$ cat config.mk
export PLATFORM = sky130hd
export DESIGN_NAME = ssenc_capture
export DESIGN_NICKNAME = d
export VERILOG_FILES = /design/src/rtl/ssdec_pkg.sv /design/src/rtl/ssenc_lut.sv /design/src/rtl/ssenc_capture.sv
export SDC_FILE = /design/constraint.sdc
export NUM_CORES = 1
export LEC_CHECK = 0
export ABC_CLOCK_PERIOD_IN_PS = 3000
export CAP_MARGIN = 0
export CORE_ASPECT_RATIO = 0.7
export CORE_MARGIN = 4
export CORE_UTILIZATION = 30
export CTS_CLUSTER_DIAMETER = 200
export DETAILED_ROUTE_END_ITERATION = 12
export MAX_ROUTING_LAYER = met4
export PLACE_DENSITY = 0.56
export SLEW_MARGIN = 20
export SYNTH_ARGS = -nofsm -noshare
export SYNTH_HDL_FRONTEND = slang
export SYNTH_SLANG_ARGS = --single-unit
$ cat constraint.sdc
create_clock -name i_clk -period 3 [get_ports i_clk]
set_input_delay 0.6 -clock i_clk [delete_from_list [all_inputs] [get_ports i_clk]]
set_output_delay 0.6 -clock i_clk [all_outputs]
set_load 0.02 [all_outputs]
$ cat src/rtl/ssdec_pkg.sv
// Shared types for the seven-segment capture path: segment pattern type,
// hex glyph table and the capture FSM state encoding.
package ssdec_pkg;

  typedef logic [6:0] seg_t;

  localparam seg_t SEG_BLANK = 7'h00;

  // Index is the hex value; bit0=a .. bit6=g, 1=lit.
  localparam seg_t SEG_GLYPH [16] = '{
    7'h3F, 7'h06, 7'h5B, 7'h4F, 7'h66, 7'h6D, 7'h7D, 7'h07,
    7'h7F, 7'h6F, 7'h77, 7'h7C, 7'h39, 7'h5E, 7'h79, 7'h71
  };

  typedef enum logic [1:0] {IDLE, TRACK, COMMIT, HOLD} ssenc_state_t;

endpackage

$ cat src/rtl/ssenc_lut.sv
// Reverse glyph lookup: segment pattern -> {hit, blank, hex value}.
module ssenc_lut
  import ssdec_pkg::*;
(
  input  seg_t       i_seg,
  output logic       o_hit,
  output logic       o_blank,
  output logic [3:0] o_value
);

  // Glyphs are unique, so at most one entry matches.
  always_comb begin
    o_hit   = 1'b0;
    o_value = 4'h0;
    for (int i = 0; i < 16; i++) begin
      if (i_seg == SEG_GLYPH[i]) begin
        o_hit   = 1'b1;
        o_value = 4'(i);
      end
    end
  end

  assign o_blank = (i_seg == SEG_BLANK);

endmodule

$ cat src/rtl/ssenc_capture.sv
// Seven-segment bus receiver: debounces each strobed pattern and commits it as a hex digit.
// Optional saturating error counter port o_err_cnt when SSENC_ERRCNT_EN is defined.
module ssenc_capture
  import ssdec_pkg::*;
#(
  parameter  int NDIGITS       = 4,
  parameter  int STABLE_CYCLES = 3,
  localparam int SELW          = (NDIGITS > 1) ? $clog2(NDIGITS) : 1
) (
  input  logic                 i_clk,
  input  logic                 i_rst,
  input  logic [6:0]           i_seg_in,
  input  logic                 i_seg_en,
  input  logic [SELW-1:0]      i_dig_sel,
  output logic [4*NDIGITS-1:0] o_digits_out,
  output logic [NDIGITS-1:0]   o_valid_out,
  output logic                 o_upd,
  output logic [SELW-1:0]      o_upd_idx,
  output logic                 o_err
`ifdef SSENC_ERRCNT_EN
  ,
  output logic [7:0]           o_err_cnt
`endif
);

  localparam int                CNTW    = (STABLE_CYCLES > 1) ? $clog2(STABLE_CYCLES) : 1;
  localparam logic [CNTW-1:0]   CNT_MAX = CNTW'(STABLE_CYCLES - 1);

  typedef struct packed {
    logic            en;
    logic [SELW-1:0] sel;
    seg_t            seg;
  } smp_t;

  smp_t                      r_s;
  logic [CNTW-1:0]           r_cnt;
  ssenc_state_t              r_state;
  logic [NDIGITS-1:0][3:0]   r_digits;
  logic [NDIGITS-1:0]        r_valid;
  logic                      r_upd;
  logic                      r_err;
  logic [SELW-1:0]           r_idx;

  smp_t                      w_s_nxt;
  logic                      w_act_nxt;
  logic                      w_chg;
  logic [CNTW-1:0]           w_cnt_nxt;
  logic                      w_go;
  ssenc_state_t              w_state_nxt;
  logic                      w_hit;
  logic                      w_blank;
  logic [3:0]                w_val;

  // Stability is judged on the sample being registered against the one already held,
  // so the commit lands STABLE_CYCLES edges after the pattern is first captured.
  assign w_s_nxt   = {i_seg_en, i_dig_sel, i_seg_in};
  assign w_act_nxt = w_s_nxt.en && ({1'b0, w_s_nxt.sel} < (SELW+1)'(NDIGITS));
  assign w_chg     = !w_act_nxt || (w_s_nxt != r_s);
  assign w_cnt_nxt = w_chg ? '0 : ((r_cnt == CNT_MAX) ? r_cnt : r_cnt + 1'b1);
  assign w_go      = (w_cnt_nxt == CNT_MAX);

  ssenc_lut u_lut (
    .i_seg   (r_s.seg),
    .o_hit   (w_hit),
    .o_blank (w_blank),
    .o_value (w_val)
  );

  always_ff @(posedge i_clk) begin
    if (i_rst) r_state <= IDLE;
    else       r_state <= w_state_nxt;
  end

  always_comb begin
    w_state_nxt = r_state;
    case (r_state)
      IDLE:    if (w_act_nxt) w_state_nxt = w_go ? COMMIT : TRACK;
      TRACK:   if (!w_act_nxt) w_state_nxt = IDLE;
               else if (w_go)  w_state_nxt = COMMIT;
      // A change seen while committing must restart tracking, not park in HOLD.
      COMMIT,
      HOLD:    if (!w_act_nxt) w_state_nxt = IDLE;
               else if (w_chg) w_state_nxt = w_go ? COMMIT : TRACK;
               else            w_state_nxt = HOLD;
      default: w_state_nxt = IDLE;
    endcase
  end

  always_ff @(posedge i_clk) begin
    if (i_rst) begin
      r_s      <= '0;
      r_cnt    <= '0;
      r_digits <= '0;
      r_valid  <= '0;
      r_upd    <= 1'b0;
      r_err    <= 1'b0;
      r_idx    <= '0;
    end else begin
      r_s   <= w_s_nxt;
      r_cnt <= w_cnt_nxt;
      r_upd <= 1'b0;
      r_err <= 1'b0;
      if (r_state == COMMIT) begin
        r_idx <= r_s.sel;
        if (w_hit || w_blank) r_upd <= 1'b1;
        else                  r_err <= 1'b1;
        for (int i = 0; i < NDIGITS; i++) begin
          if (SELW'(i) == r_s.sel) begin
            r_valid[i] <= w_hit;
            if (w_hit) r_digits[i] <= w_val;
          end
        end
      end
    end
  end

`ifdef SSENC_ERRCNT_EN
  logic [7:0] r_err_cnt;

  always_ff @(posedge i_clk) begin
    if (i_rst)
      r_err_cnt <= 8'h00;
    else if (r_state == COMMIT && !w_hit && !w_blank && r_err_cnt != 8'hFF)
      r_err_cnt <= r_err_cnt + 8'h01;
  end

  assign o_err_cnt = r_err_cnt;
`endif

  assign o_digits_out = r_digits;
  assign o_valid_out  = r_valid;
  assign o_upd        = r_upd;
  assign o_upd_idx    = r_idx;
  assign o_err        = r_err;

endmodule

==> results of run 1 <==
[worst min-delay path: cells and delay by family (launching register included)]
kind,cells,cell delay (ps)
flip-flops,1,310
AND/OR/NAND/NOR,1,50
multiplexers,1,50
[kinds of logic (layout without fill, tap and decap cells)]
logic type	after synthesis	after routing	synth area share, %
and+or+nand+nor	77	77	24.5
AOI/OAI and AO/OA	44	44	19.7
DFF	38	38	38.5
buffers and inverters	21	52	6.64
xor gates and xnor gates	9	9	3.99
muxes	9	9	5.57
adders and majority gates	2	2	1.14
[routing by layer]
layer	wire, um	share of wire [%]	up-vias	GRT usage (%)
li1	-	-	782	-
met1	2600	56	695	19.9
met2	1740	38	55	14.7
met3	283	6.1	2	2.89
met4	7	0.15	0	2.62
met5	0	0	-	-
[power by group through the flow]
stage	logic (uW)	clock network, uW	registers, uW
4_1_cts	75.9	356	535
5_1_grt	83.2	375	538
3_3_place_gp	75.7	0	547
3_5_place_dp	75.4	0	547
2_1_floorplan	70.3	0	529
6_report	75.5	345	536
[cells in the final DEF (no fill, tap or decap), types with 7 or more instances in the layout]
cell type | Yosys | final
and2_1 | 7 | 7
clkdlybuf4s50_1 | 0 | 35
dfxtp_1 | 38 | 38
inv_1 | 9 | 9
nand2_1 | 16 | 16
nor2b_1 | 10 | 10
xnor2_1 | 9 | 9
[flip-flops by register name, summed over array words and instances (netlist names)]
| signal | cells |
|---|---|
| r_cnt | 2 |
| o_digits_out | 16 |
| r_s | 10 |
| o_valid_out | 4 |
| o_upd_idx | 2 |
| o_upd | 1 |
| r_state | 2 |
| o_err | 1 |
[stage by stage]
step	hold slack (ps)	utilization (%)	instances	instance area, sq um
2_1_floorplan	470	-	200	1980
3_3_place_gp	453	37.2	303	2340
3_5_place_dp	451	37.2	303	2340
4_1_cts	464	38.5	309	2430
5_1_grt	473	38.5	309	2430
6_report	461	38.5	309	2430
[final cells by class]
type	count	area, sq um	share of cell area [%]
inverter	9	33.8	1.39
multi-input combinational	141	1090	44.8
tap	78	97.6	4.02
timing repair buffer	37	365	15.1
sequential	38	761	31.4
clock buffer	6	82.6	3.40
[final timing paths]
path	start	slack, ps	end
worst min-delay path	o_digits_out[5]	460	o_digits_out[5]
worst min register to register	o_digits_out[5]	460	o_digits_out[5]
worst max register to register	r_s[1]	520	o_digits_out[14]
worst max-delay path	r_s[1]	520	o_digits_out[14]
==> metrics.yaml, run 1 <==
run_status: "finished, final reports clean"
dieArea_sq_um: 7980
insertion_delay_ps: 280
swShare_pct: 23.4
drive_above_1_share_pct: 14.7
synth.distinct_cells: 55
firstDrtPassIters: 4
fin_ws_ps: 515
maxSlewViolCount: 0
startpoint_type: "flip-flop"
yosys-top-cells-area: "dfxtp_1, xnor2_1, nor2b_1"
setup_viol: 0
cap_viol_max_count: 0
drc: 0
coreArea_sq_um: 6310
syn-num-nets: 213
cpPeakStageDelay_ps: 660
period_share_pct: 82.8
slowest_stage: "dfxtp_1"
hold_class: "flip-flop to flip-flop"
final-hold-violation-count: 0
port_buffers: 35
critical_path_class: "flip-flop to flip-flop"
cts_max_level: 2
hold_depth: 2
dpl.hpwl_mm: 3.40
clkPwrFrac_pct: 36.0
ys_ff_latch: 38
clock_sinks: 38
vias: 1534
gp_congestion: 0.801
die_h_um: 75.9
cp_num_cells: 5
power.net_switching_uw: 224
clock-skew-final_ps: 4.42
rr_worst_depth: 5
yosysWarnings: 0
io_pins: 36
grt_overflow_total: 0
synthCells: 200
cts_setup_buffers: 0
grt_setup_unrepaired: "no"
synth_flop_cell: "dfxtp_1"
fp.dieW_um: 105
synth.largest_area_cell: "dfxtp_1"
grt_max_degree: 19
wl_mm: 4.63
fillers: 619
worstPathArrival_ps: 2650
cts_resized: 0
synth-seq-area-share_pct: 38.5
vdd_drop_max_mv: 0.196
cts_tree: "built"
cts_root_buf: "clkbuf_8"
cp.required_ps: 3170
clk_path_buf_depth: 2
synth_area_sq_um: 1980
area_growth_pct: 22.6
async_flop_share_pct: 0
clkTransAtPathRegs_ps: 70
synth-edff-count: 0
cp_cell_sequence: "or3b_1, a211oi_1, a2111oi_4, a21oi_2, mux2_4"
path_max_fanout: 16
initial_core_util_pct: 31.4
drt_iter0_drc: 118
cts_hold_buffers: 0
critPathCaptureType: "flip-flop"
p_seq_share_pct: 56.1
grt_first_pass_wirelength_mm: 7.75
first_global_vias: 1465
rows: 24
slew_headroom_pct: 53.7
min_period_ps: 2480
fin_total_pwr_uw: 956
yosysMostFrequentCell: "dfxtp_1"
path_delay_family: "compound AO/OA/AOI/OAI gates"
ant_nets: 0
antenna_found_initial: 0
grt_use_total_pct: 12.3
cts_buffers: 5
p_per_area_nw_per_um2: 394
tightest_slew_ps: 689
critical_path_buf_inv_count: 0
final_net_count: 245
avgViaCountPerCell: 4.96
dpl_worst_slack_ps: 574
diodes: 0
synth.avg_cell_area_sq_um: 9.89
fmax_ghz: 0.402
routedWlPerCell_um: 15.0
pwr-share-comb_pct: 7.9
synth_commonest_cells: "dfxtp_1, nand2_1, nor2b_1, inv_1, xnor2_1"
p_int_uw: 732
tns_ps: 0
p_leak_uw: 0.000811
synth_top_area_share_pct: 38.5
(Power assumes the default switching activity.)
==> run 2: changes to the inputs <==
--- a/config.mk
+++ b/config.mk
@@ -5,7 +5,7 @@
 export SDC_FILE = /design/constraint.sdc
 export NUM_CORES = 1
 export LEC_CHECK = 0
-export ABC_CLOCK_PERIOD_IN_PS = 3000
+export ABC_CLOCK_PERIOD_IN_PS = 2300
 export CAP_MARGIN = 0
 export CORE_ASPECT_RATIO = 0.7
 export CORE_MARGIN = 4
==> constraint.sdc (replaced) <==
create_clock -name i_clk -period 2.3 [get_ports i_clk]
set_input_delay 0.46 -clock i_clk [delete_from_list [all_inputs] [get_ports i_clk]]
set_output_delay 0.46 -clock i_clk [all_outputs]
set_load 0.02 [all_outputs]
==> metrics.yaml, run 2 (synthesis gave the netlist of run 1 again) <==
p_per_area_nw_per_um2: 514  # +30%
gp_congestion: 0.877  # +9.4%
cts_max_level: 2  # unchanged
critPathCaptureType: "flip-flop"
grt_max_degree: 16  # -3
p_leak_uw: 0.000876  # +8.0%
clk_path_buf_depth: 2  # unchanged
antenna_found_initial: 0  # unchanged
firstDrtPassIters: 4  # unchanged
p_seq_share_pct: 52.4  # -3.7 points
startpoint_type: "flip-flop"
cts_setup_buffers: 0  # unchanged
diodes: 0  # unchanged
grt_use_met2_pct: 15.0  # +0.26 points
path_delay_family: "compound AO/OA/AOI/OAI gates"
drc: 0  # unchanged
clkTransAtPathRegs_ps: 80  # about the same
whs_ps: 460  # -0.724 ps
grt_first_pass_wirelength_mm: 8.34  # +7.6%
cts_hold_buffers: 0  # unchanged
power.net_switching_uw: 329  # +47%
clkPwrFrac_pct: 37.9  # +1.9 points
hold_class: "flip-flop to flip-flop"
wl_mm: 4.79  # +3.4%
r2r-end: "o_digits_out[14]"
hold_depth: 2  # unchanged
final_net_count: 257  # +4.9%
grt_setup_unrepaired: "no"
tightest_slew_ps: 716  # +26.7 ps
cts_tree: "built"
hold_path_end: "o_digits_out[5]"
routedWlPerCell_um: 14.8  # -1.0%
tns_ps: 0  # unchanged
min_period_ps: 2220  # -264 ps
grtUsageMet1_pct: 21.9  # +2.0 points
p_int_uw: 975  # +33%
swShare_pct: 25.2  # +1.8 points
coreArea_sq_um: 6310  # unchanged
cts_root_buf: "clkbuf_8"
run_status: "finished, final reports clean"
rows: 24  # unchanged
critical_path_class: "flip-flop to flip-flop"
grt.met3_usage_pct: 3.65  # +0.76 points
cpPeakStageDelay_ps: 600  # -60 ps
initial_core_util_pct: 31.4  # unchanged
grt_busiest_layer: "met1"
slew_headroom_pct: 51.9  # -1.8 points
grt_use_total_pct: 13.4  # +1.1 points
largest_register_ffs: 16  # unchanged
worstPathArrival_ps: 2400  # -250 ps
cts_buffers: 5  # unchanged
final-hold-violation-count: 0  # unchanged
worstSetupStartpoint: "r_s[3]"
die_h_um: 75.9  # unchanged
area_growth_pct: 28.2
dpl.hpwl_mm: 3.60  # +6.0%
fp.dieW_um: 105  # unchanged
final_cell_mix: "dfxtp_1, clkdlybuf4s50_1, nand2_1, buf_4, nor2b_1"
setup_viol: 0  # unchanged
path_max_fanout: 8  # -8
clock-skew-final_ps: 9.45  # +5.03 ps
critical_path_buf_inv_count: 1  # +1
hp-start: "o_digits_out[5]"
cp.required_ps: 2480  # -690 ps
rr_worst_depth: 6  # +1
ant_nets: 0  # unchanged
vias: 1576  # +2.7%
port_buffers: 35  # unchanged
grt_overflow_total: 0  # unchanged
dieArea_sq_um: 7980  # unchanged
vdd_drop_max_mv: 0.225  # +15%
cap_viol_max_count: 0  # unchanged
pwr-share-comb_pct: 9.7  # +1.8 points
maxSlewViolCount: 0  # unchanged
drt_iter0_drc: 127  # +7.6%
insertion_delay_ps: 300  # +20 ps
first_global_vias: 1593  # +8.7%
cp_cell_sequence: "or4_4, a2bb2o_4, a2111oi_4, buf_4, a21oi_2, mux2_4"
final_common_cell: "dfxtp_1"
fmax_ghz: 0.450  # +12%
utilization_pct: 40.2  # +1.7 points
drive_above_1_share_pct: 19.6  # +4.9 points
period_share_pct: 96.6  # +14 points
io_pins: 36  # unchanged
clock_sinks: 38  # unchanged
slowest_stage: "or4_4"
rr_startpoint: "r_s[3]"
avgViaCountPerCell: 4.88  # -1.7%
r2r_setup_slack_ps: 80  # -440 ps
-- run 2: cell type report --
| cell class | instances | area, sq um |
|---|---|---|
| inverters | 9 | 33.8 |
| well taps | 78 | 97.6 |
| fillers | 643 | 3770 |
| flip-flops and latches | 38 | 761 |
| repair buffers | 49 | 455 |
| clock inverters | 2 | 12.5 |
| multi-input cells | 141 | 1090 |
| clock buffers | 6 | 82.6 |
-- run 2: stage by stage --
stage	setup WS, ps	cells	total power [uW]	cell area [sq um]
3_3_place_gp	147	315	825	2430
6_report	78.9	323	1300	2540
5_1_grt	6.74	323	1360	2540
4_1_cts	89.8	323	1320	2530
2_1_floorplan	305	200	782	1980
3_5_place_dp	111	315	824	2430
-- run 2: how the worst max path moves through the flow --
| stage | endpoint | slack [ps] | cells after the start |
|---|---|---|---|
| finish | o_digits_out[14] | 80 | 6 |
| global route | o_digits_out[14] | 7 | 6 |
| CTS | o_digits_out[2] | 90 | 6 |
| detailed placement | o_digits_out[2] | 110 | 6 |
| global placement | o_digits_out[2] | 150 | 7 |
| floorplan | o_digits_out[10] | 310 | 6 |
-- run 2: power groups by stage --
stage / registers (uW) / clock network [uW] / logic, uW
4_1_cts: 683 / 505 / 128
3_3_place_gp: 698 / 0 / 127
2_1_floorplan: 690 / 0 / 91.7
5_1_grt: 685 / 536 / 140
3_5_place_dp: 698 / 0 / 126
6_report: 683 / 494 / 127
-- run 2: routing by layer --
layer	vias to the layer above	share of wire, %
li1	803	-
met1	729	57
met2	40	36
met3	4	5.4
met5	-	0
met4	0	0.86
-- run 2: timing repair --
item,4_1_cts,5_1_grt
resized for setup,0,1
endpoints found under the setup margin,0,1
endpoints found under the hold margin,0,0
-- run 2: worst min-delay path, stage by stage (launching register included) --
cell and delay [ps]:
dfxtp_1 320, nand2_1 50, mux2i_1 50
